==> src/rtl/despachador_pkg.sv <==
// despachador_pkg: shared field layout defaults, control indices, error codes and FSM encoding
package despachador_pkg;
  localparam int BITS_MEMORY_DATA_DEF = 32;
  localparam int BITS_ADDR_MEM_ONCHIP_DEF = 14;
  localparam int BITS_BUS_DATOS_INSTR_DEF = 24;
  localparam int BITS_TARGET_DEF = 3;
  localparam int NUM_TARGETS_DEF = 2;
  localparam int MAX_INSTR_DEF = 4096;
  localparam int IDX_END = 0;
  localparam int IDX_SYNC = 1;
  typedef enum logic [1:0] {ERR_NINGUNO = 2'd0, ERR_TARGET = 2'd1, ERR_LIMITE = 2'd2} error_t;
  typedef enum logic [2:0] {S_IDLE, S_FETCH, S_ISSUE, S_SYNC, S_DRAIN} estado_t;
  typedef enum logic [2:0] {CL_WRITE, CL_END, CL_SYNC, CL_NOP, CL_BAD} clase_t;
endpackage

==> src/rtl/despachador_instrucciones_if.sv <==
// despachador_instrucciones_if: instruction memory read port plus register-write bus
interface despachador_instrucciones_if
  import despachador_pkg::*;
#(
  parameter int BITS_MEMORY_DATA = BITS_MEMORY_DATA_DEF,
  parameter int BITS_ADDR_MEM_ONCHIP = BITS_ADDR_MEM_ONCHIP_DEF,
  parameter int BITS_BUS_DATOS_INSTR = BITS_BUS_DATOS_INSTR_DEF,
  parameter int BITS_TARGET = BITS_TARGET_DEF,
  parameter int NUM_TARGETS = NUM_TARGETS_DEF
);
  localparam int BITS_REG_INDEX = BITS_MEMORY_DATA - BITS_BUS_DATOS_INSTR - BITS_TARGET;
  logic read_mem;
  logic [BITS_ADDR_MEM_ONCHIP-1:0] address_mem;
  logic op_complete_mem;
  logic [BITS_MEMORY_DATA-1:0] data_mem;
  logic [NUM_TARGETS-1:0] target_ocupado;
  logic [NUM_TARGETS-1:0] reg_wr_en;
  logic [BITS_REG_INDEX-1:0] reg_addr;
  logic [BITS_BUS_DATOS_INSTR-1:0] reg_data;
  modport master (
    output read_mem, address_mem, reg_wr_en, reg_addr, reg_data,
    input op_complete_mem, data_mem, target_ocupado
  );
  modport slave (
    input read_mem, address_mem, reg_wr_en, reg_addr, reg_data,
    output op_complete_mem, data_mem, target_ocupado
  );
endinterface

==> src/rtl/decodificador_instruccion.sv <==
// decodificador_instruccion: splits an instruction word into fields and classifies it
module decodificador_instruccion
  import despachador_pkg::*;
#(
  parameter int BITS_MEMORY_DATA = BITS_MEMORY_DATA_DEF,
  parameter int BITS_BUS_DATOS_INSTR = BITS_BUS_DATOS_INSTR_DEF,
  parameter int BITS_TARGET = BITS_TARGET_DEF,
  parameter int NUM_TARGETS = NUM_TARGETS_DEF,
  localparam int BITS_REG_INDEX = BITS_MEMORY_DATA - BITS_BUS_DATOS_INSTR - BITS_TARGET
) (
  input logic [BITS_MEMORY_DATA-1:0] instr,
  output clase_t clase,
  output logic [NUM_TARGETS-1:0] sel,
  output logic [BITS_REG_INDEX-1:0] indice,
  output logic [BITS_BUS_DATOS_INSTR-1:0] dato
);
  logic [BITS_TARGET-1:0] target;
  assign target = instr[BITS_MEMORY_DATA-1 -: BITS_TARGET];
  assign indice = instr[BITS_BUS_DATOS_INSTR +: BITS_REG_INDEX];
  assign dato = instr[BITS_BUS_DATOS_INSTR-1:0];
  assign sel = NUM_TARGETS'(1) << target;
  assign clase = target == '1 ? (indice == BITS_REG_INDEX'(IDX_END) ? CL_END :
                                 indice == BITS_REG_INDEX'(IDX_SYNC) ? CL_SYNC : CL_NOP) :
                 int'(target) < NUM_TARGETS ? CL_WRITE : CL_BAD;
endmodule

==> src/rtl/despachador_instrucciones.sv <==
// despachador_instrucciones: fetches instruction words and dispatches register writes to control blocks
module despachador_instrucciones
  import despachador_pkg::*;
#(
  parameter int BITS_MEMORY_DATA = BITS_MEMORY_DATA_DEF,
  parameter int BITS_ADDR_MEM_ONCHIP = BITS_ADDR_MEM_ONCHIP_DEF,
  parameter int BITS_BUS_DATOS_INSTR = BITS_BUS_DATOS_INSTR_DEF,
  parameter int BITS_TARGET = BITS_TARGET_DEF,
  parameter int NUM_TARGETS = NUM_TARGETS_DEF,
  parameter int MAX_INSTR = MAX_INSTR_DEF
) (
  input logic clk,
  input logic reset,
  input logic iniciar,
  input logic abortar,
  input logic [BITS_ADDR_MEM_ONCHIP-1:0] direccion_inicio,
  despachador_instrucciones_if.master bus,
  output logic ocupado,
  output logic terminado,
  output logic [1:0] codigo_error
);
  localparam int BITS_REG_INDEX = BITS_MEMORY_DATA - BITS_BUS_DATOS_INSTR - BITS_TARGET;
  localparam int CW = $clog2(MAX_INSTR + 1);
  estado_t estado, estado_sig;
  clase_t clase;
  logic [BITS_MEMORY_DATA-1:0] instr;
  logic [CW-1:0] cuenta;
  logic [NUM_TARGETS-1:0] sel;
  logic [BITS_REG_INDEX-1:0] indice;
  logic [BITS_BUS_DATOS_INSTR-1:0] dato;
  logic arranque, captura, limite, libre;

  decodificador_instruccion #(
    .BITS_MEMORY_DATA(BITS_MEMORY_DATA),
    .BITS_BUS_DATOS_INSTR(BITS_BUS_DATOS_INSTR),
    .BITS_TARGET(BITS_TARGET),
    .NUM_TARGETS(NUM_TARGETS)
  ) u_dec (
    .instr(instr),
    .clase(clase),
    .sel(sel),
    .indice(indice),
    .dato(dato)
  );

  assign arranque = estado == S_IDLE && iniciar && !abortar;
  assign captura = estado == S_FETCH && bus.op_complete_mem && !abortar;
  assign limite = cuenta == CW'(MAX_INSTR) && clase != CL_END;
  assign libre = (bus.target_ocupado & sel) == '0;
  assign ocupado = estado != S_IDLE;

  // state register
  always_ff @(posedge clk or negedge reset)
    if (!reset) estado <= S_IDLE;
    else estado <= estado_sig;

  // next state: an abort that coincides with read completion needs no drain
  always_comb begin
    estado_sig = estado;
    case (estado)
      S_IDLE: estado_sig = arranque ? S_FETCH : S_IDLE;
      S_FETCH: estado_sig = abortar ? (bus.op_complete_mem ? S_IDLE : S_DRAIN) :
                            bus.op_complete_mem ? S_ISSUE : S_FETCH;
      S_ISSUE: estado_sig = abortar || clase == CL_END || limite || clase == CL_BAD ? S_IDLE :
                            clase == CL_SYNC ? S_SYNC :
                            clase == CL_NOP || libre ? S_FETCH : S_ISSUE;
      S_SYNC: estado_sig = abortar ? S_IDLE : bus.target_ocupado == '0 ? S_FETCH : S_SYNC;
      S_DRAIN: estado_sig = bus.op_complete_mem ? S_IDLE : S_DRAIN;
      default: estado_sig = S_IDLE;
    endcase
  end

  // registered memory port, PC, counter, write strobe and status
  always_ff @(posedge clk or negedge reset)
    if (!reset) begin
      bus.read_mem <= 1'b0;
      bus.address_mem <= '0;
      bus.reg_wr_en <= '0;
      bus.reg_addr <= '0;
      bus.reg_data <= '0;
      instr <= '0;
      cuenta <= '0;
      terminado <= 1'b0;
      codigo_error <= ERR_NINGUNO;
    end else begin
      bus.read_mem <= estado_sig == S_FETCH || estado_sig == S_DRAIN;
      bus.reg_wr_en <= '0;
      terminado <= 1'b0;
      if (arranque) begin
        bus.address_mem <= direccion_inicio;
        cuenta <= '0;
        codigo_error <= ERR_NINGUNO;
      end
      if (captura) begin
        instr <= bus.data_mem;
        bus.address_mem <= bus.address_mem + 1'b1;
        cuenta <= cuenta + 1'b1;
      end
      if (estado == S_ISSUE && !abortar) begin
        if (clase == CL_END) terminado <= 1'b1;
        else if (limite) codigo_error <= ERR_LIMITE;
        else if (clase == CL_BAD) codigo_error <= ERR_TARGET;
        else if (clase == CL_WRITE && libre) begin
          bus.reg_wr_en <= sel;
          bus.reg_addr <= indice;
          bus.reg_data <= dato;
        end
      end
    end
endmodule

==> src/flat_wrapper.sv <==
// flat-port wrapper written by rule: the top's interface ports become plain ports
module despachador_instrucciones_flat import despachador_pkg::*;
#(
  parameter int BITS_MEMORY_DATA = BITS_MEMORY_DATA_DEF,
  parameter int BITS_ADDR_MEM_ONCHIP = BITS_ADDR_MEM_ONCHIP_DEF,
  parameter int BITS_BUS_DATOS_INSTR = BITS_BUS_DATOS_INSTR_DEF,
  parameter int BITS_TARGET = BITS_TARGET_DEF,
  parameter int NUM_TARGETS = NUM_TARGETS_DEF,
  parameter int MAX_INSTR = MAX_INSTR_DEF
)
  (clk, reset, iniciar, abortar, direccion_inicio, ocupado, terminado, codigo_error, bus_read_mem, bus_address_mem, bus_reg_wr_en, bus_reg_addr, bus_reg_data, bus_op_complete_mem, bus_data_mem, bus_target_ocupado);
  despachador_instrucciones_if #(.BITS_MEMORY_DATA(BITS_MEMORY_DATA), .BITS_ADDR_MEM_ONCHIP(BITS_ADDR_MEM_ONCHIP), .BITS_BUS_DATOS_INSTR(BITS_BUS_DATOS_INSTR), .BITS_TARGET(BITS_TARGET), .NUM_TARGETS(NUM_TARGETS)) bus_i ();
  input logic clk;
  input logic reset;
  input logic iniciar;
  input logic abortar;
  input logic [BITS_ADDR_MEM_ONCHIP-1:0] direccion_inicio;
  output logic ocupado;
  output logic terminado;
  output logic [1:0] codigo_error;
  output wire logic [$bits(bus_i.read_mem)-1:0] bus_read_mem;
  output wire logic [$bits(bus_i.address_mem)-1:0] bus_address_mem;
  output wire logic [$bits(bus_i.reg_wr_en)-1:0] bus_reg_wr_en;
  output wire logic [$bits(bus_i.reg_addr)-1:0] bus_reg_addr;
  output wire logic [$bits(bus_i.reg_data)-1:0] bus_reg_data;
  input wire logic [$bits(bus_i.op_complete_mem)-1:0] bus_op_complete_mem;
  input wire logic [$bits(bus_i.data_mem)-1:0] bus_data_mem;
  input wire logic [$bits(bus_i.target_ocupado)-1:0] bus_target_ocupado;
  assign bus_read_mem = bus_i.read_mem;
  assign bus_address_mem = bus_i.address_mem;
  assign bus_reg_wr_en = bus_i.reg_wr_en;
  assign bus_reg_addr = bus_i.reg_addr;
  assign bus_reg_data = bus_i.reg_data;
  assign bus_i.op_complete_mem = bus_op_complete_mem;
  assign bus_i.data_mem = bus_data_mem;
  assign bus_i.target_ocupado = bus_target_ocupado;
  despachador_instrucciones #(.BITS_MEMORY_DATA(BITS_MEMORY_DATA), .BITS_ADDR_MEM_ONCHIP(BITS_ADDR_MEM_ONCHIP), .BITS_BUS_DATOS_INSTR(BITS_BUS_DATOS_INSTR), .BITS_TARGET(BITS_TARGET), .NUM_TARGETS(NUM_TARGETS), .MAX_INSTR(MAX_INSTR)) u_core (.clk(clk), .reset(reset), .iniciar(iniciar), .abortar(abortar), .direccion_inicio(direccion_inicio), .bus(bus_i), .ocupado(ocupado), .terminado(terminado), .codigo_error(codigo_error));
endmodule
==> config.mk <==
export PLATFORM = sky130hd
export DESIGN_NAME = despachador_instrucciones_flat
export DESIGN_NICKNAME = d
export VERILOG_FILES = /design/src/rtl/despachador_pkg.sv /design/src/rtl/despachador_instrucciones_if.sv /design/src/rtl/decodificador_instruccion.sv /design/src/rtl/despachador_instrucciones.sv /design/src/flat_wrapper.sv
export SDC_FILE = /design/constraint.sdc
export NUM_CORES = 1
export LEC_CHECK = 0
export BUFFER_PORTS_ARGS = -buffer_cell sky130_fd_sc_hd__buf_2
export CAP_MARGIN = 20
export CELL_PAD_IN_SITES_DETAIL_PLACEMENT = 1
export CELL_PAD_IN_SITES_GLOBAL_PLACEMENT = 2
export CORE_MARGIN = 2
export CORE_UTILIZATION = 30
export CTS_BUF_LIST = sky130_fd_sc_hd__clkbuf_8 sky130_fd_sc_hd__clkbuf_16
export CTS_CLUSTER_DIAMETER = 30
export DETAILED_ROUTE_END_ITERATION = 8
export PLACE_DENSITY_LB_ADDON = 0.1
export SYNTH_ARGS = -nofsm -noshare
export SYNTH_HDL_FRONTEND = slang
export SYNTH_HIERARCHICAL = 1
export SYNTH_SLANG_ARGS = --single-unit
==> constraint.sdc <==
create_clock -name clk -period 4.6 [get_ports clk]
set_input_delay 0.23 -clock clk [delete_from_list [all_inputs] [get_ports clk]]
set_output_delay 0.23 -clock clk [all_outputs]
set_load 0.03 [all_outputs]
==> results.json <==
{
  "antennaDiodeCount": 0,
  "stdcell_area_um2": 5320,
  "worstPathRequired_ns": 4.83,
  "crit_fanout": 31,
  "drt-initial-drc-count": 121,
  "drive_gt1_share_pct": 30.3,
  "peakVddDrop_mv": 0.197,
  "hpwlAfterDp_mm": 7.89,
  "ctsResizeCount": 0,
  "ys.flop_type": "dfrtp_1",
  "ys_seq_area_share_pct": 53.3,
  "utilization_pct": 35.4,
  "cts_tree": "yes",
  "cp-end-kind": "flip-flop",
  "grt_pass1_wl_mm": 18.7,
  "syn_to_final_growth_pct": 16.8,
  "ys_warn_count": 6,
  "io-pin-count": 103,
  "maxCapViolCount": 0,
  "path_clk_slew_ns": 0.07,
  "hp-class": "in -> async",
  "num_rows": 45,
  "drc_errors": 0,
  "cts_setup_buffers": 0,
  "timing.final.hold_violations": 59,
  "rsz0062_at_grt": "no",
  "num-nets-final": 570,
  "critPathKind": "reg -> reg",
  "cp_cell_sequence": "or4b_4 -> nor3_1 -> o211a_1 -> buf_4 -> mux2_2",
  "slew_headroom_pct": 44.7,
  "grt_pass1_vias": 3605,
  "fin_tns_setup_ns": 0,
  "gr-usage-all-layers_pct": 14.9,
  "port_buffers": 102,
  "vias_per_cell": 4.80,
  "vias": 3394,
  "reg2reg_from": "u_core/estado[0]",
  "r2r_setup_slack_ns": 2.26,
  "synth_cells": 443,
  "wl_per_cell_um": 16.1,
  "critPathMaxStageDelay_ns": 0.59,
  "initial_utilization_pct": 30.3,
  "violations": "negative hold slack",
  "leakagePower_nw": 2.78,
  "power_density_nw_per_um2": 517,
  "ys_async_sr_fraction_pct": 100,
  "most-common-layout-cells": "113 x nand2_1, 101 x buf_2, 97 x dfrtp_1",
  "synth_fp_nets": 499,
  "antenna_found_initial": 0,
  "r2r-end": "u_core/bus.reg_data[13]",
  "globalRouteOverflowTotal": 0,
  "syn_area_um2": 4560,
  "drt-total-wl_mm": 11.4,
  "die_w_um": 127,
  "fin_crit_ns": 2.34,
  "root_buffer": "clkbuf_16",
  "clockBufferDepth": 2,
  "die_h_um": 127,
  "worstMarginPinSlew_ns": 0.828,
  "status": "finished with violations",
  "clock_sinks": 97,
  "synth_edf_count": 0,
  "clock_latency_ns": 0.35,
  "core_um2": 15000,
  "cpMaxStageDelayCell": "or4b_4",
  "critPathArrivalTime_ns": 2.57,
  "cts_htree_levels": 3,
  "grt_max_degree": 61,
  "yosysUniqueCellTypes": 48,
  "cts_inserted_buffers": 9,
  "skew_ns": 0.00593,
  "slew_viol_final": 0,
  "holdBufCountCts": 0,
  "hold_ws_ns": -0.0201,
  "critPathLaunchType": "flip-flop",
  "setup_viol": 0,
  "placed_area_um2": 5040,
  "drtPass1Iterations": 4,
  "finalCritPeriodShare_pct": 50.9,
  "synth.ff_latch_count": 97,
  "synth.avg_cell_area_um2": 10.3,
  "final_common_cell": "nand2_1",
  "r2r_cells": 5,
  "ant_nets": 0,
  "dieArea_um2": 16200,
  "gp_congestion": 0.765,
  "timing.fmax_ghz": 0.427
}
routing by layer:
layer  track usage, %  vias up  share of wire [%]
li1                 -     1633                  -
met1             18.9     1675                 47
met2             24.4       74                 47
met3             3.31       12                4.7
met4             6.40        0                1.7
met5                0        -                  0
critical path, delay by kind of cell, from the launching register on:
family	cells	cell delay, ns
DFF	1	0.44
AOI/OAI and AO/OA	1	0.19
and+or+nand+nor	2	0.82
muxes	1	0.40
buffers and inverters	1	0.38
cell type report:
class                   instances  area [um2]
clock buffers                  10         239
repair buffers                106         556
well taps                     188         235
clock inverters                 6        42.5
flip-flops and latches         97        2430
inverters                      11        41.3
fillers                      1710        9710
multi-input cells             289        1780
worst max-delay path by stage:
stage | end | slack, ns | startpoint | cells after the start
2_1_floorplan | u_core/bus.reg_addr[4] | 2.59 | u_core/estado[0] | 5
3_3_place_gp | u_core/cuenta[4] | 2.30 | u_core/estado[2] | 4
3_5_place_dp | u_core/bus.reg_data[13] | 2.26 | u_core/estado[0] | 5
4_1_cts | u_core/bus.reg_data[13] | 2.24 | u_core/estado[0] | 5
5_1_grt | u_core/bus.reg_data[3] | 2.17 | u_core/estado[0] | 5
6_report | u_core/bus.reg_data[13] | 2.26 | u_core/estado[0] | 5
Yosys cell counts (2+ instances only):
| cell type | n | area [um2] |
|---|---|---|
| and3_1 | 8 | 50.1 |
| o311ai_0 | 3 | 26.3 |
| inv_1 | 11 | 41.3 |
| o21ai_0 | 16 | 80.1 |
| mux2i_1 | 6 | 60.1 |
| nor4_1 | 5 | 31.3 |
| a31oi_1 | 2 | 12.5 |
| buf_6 | 4 | 45.0 |
| ha_1 | 3 | 37.5 |
| and2_1 | 6 | 37.5 |
| or4_1 | 2 | 15.0 |
| buf_2 | 3 | 15.0 |
| nor4b_1 | 2 | 17.5 |
| a32oi_1 | 2 | 17.5 |
| o21a_1 | 3 | 22.5 |
| a221o_1 | 7 | 70.1 |
| nand4_1 | 3 | 18.8 |
| nor3_1 | 9 | 45.0 |
| dfrtp_1 | 97 | 2430 |
| or3_1 | 4 | 25.0 |
| nor3b_1 | 9 | 67.6 |
| nand3_1 | 13 | 65.1 |
| mux2_2 | 29 | 327 |
| clkbuf_1 | 10 | 37.5 |
| a22o_1 | 3 | 26.3 |
| buf_4 | 29 | 218 |
| a21o_1 | 8 | 60.1 |
| nand2_1 | 113 | 424 |
| nand2b_1 | 2 | 12.5 |
| a21oi_1 | 8 | 40.0 |
| nor2_1 | 6 | 22.5 |
report_power, final:
part / switching, mW / internal (mW) / total [mW]
Clock: 0.334 / 0.383 / 0.716
Combinational: 0.499 / 0.280 / 0.779
Sequential: 0.171 / 1.08 / 1.25
Total: 1.00 / 1.74 / 2.75
sequential cells by signal, indices dropped and copies added (netlist names):
signal and count:
u_core/bus.reg_addr 5, u_core/estado 3, u_core/cuenta 13, u_core/bus.reg_data 24, u_core/bus.reg_wr_en 2, u_core/bus.address_mem 14, u_core/terminado 1, u_core/instr 32
u_core/bus.read_mem 1, u_core/codigo_error 2
metrics by stage:
| stage | power (mW) | worst slack (ns) | std cells |
|---|---|---|---|
| 2_1_floorplan | 1.91 | 2.59 | 443 |
| 3_3_place_gp | 2.04 | 2.30 | 690 |
| 3_5_place_dp | 2.06 | 2.26 | 691 |
| 4_1_cts | 2.80 | 2.24 | 707 |
| 5_1_grt | 2.95 | 2.17 | 707 |
| 6_report | 2.75 | 2.26 | 707 |
kinds of logic (layout without fill, tap and decap cells):
| group | Yosys count | count (layout) | synth area share, % |
|---|---|---|---|
| adder cells (fa/ha/maj) | 3 | 3 | 0.824 |
| AO/OA/AOI/OAI | 60 | 60 | 9.31 |
| multiplexers | 35 | 35 | 8.49 |
| flip-flops | 97 | 97 | 53.3 |
| buffers and inverters | 57 | 133 | 7.83 |
| XOR/XNOR | 2 | 2 | 0.385 |
| AND/OR/NAND/NOR | 189 | 189 | 19.9 |
No activity file was read; power rests on OpenSTA's default activity.
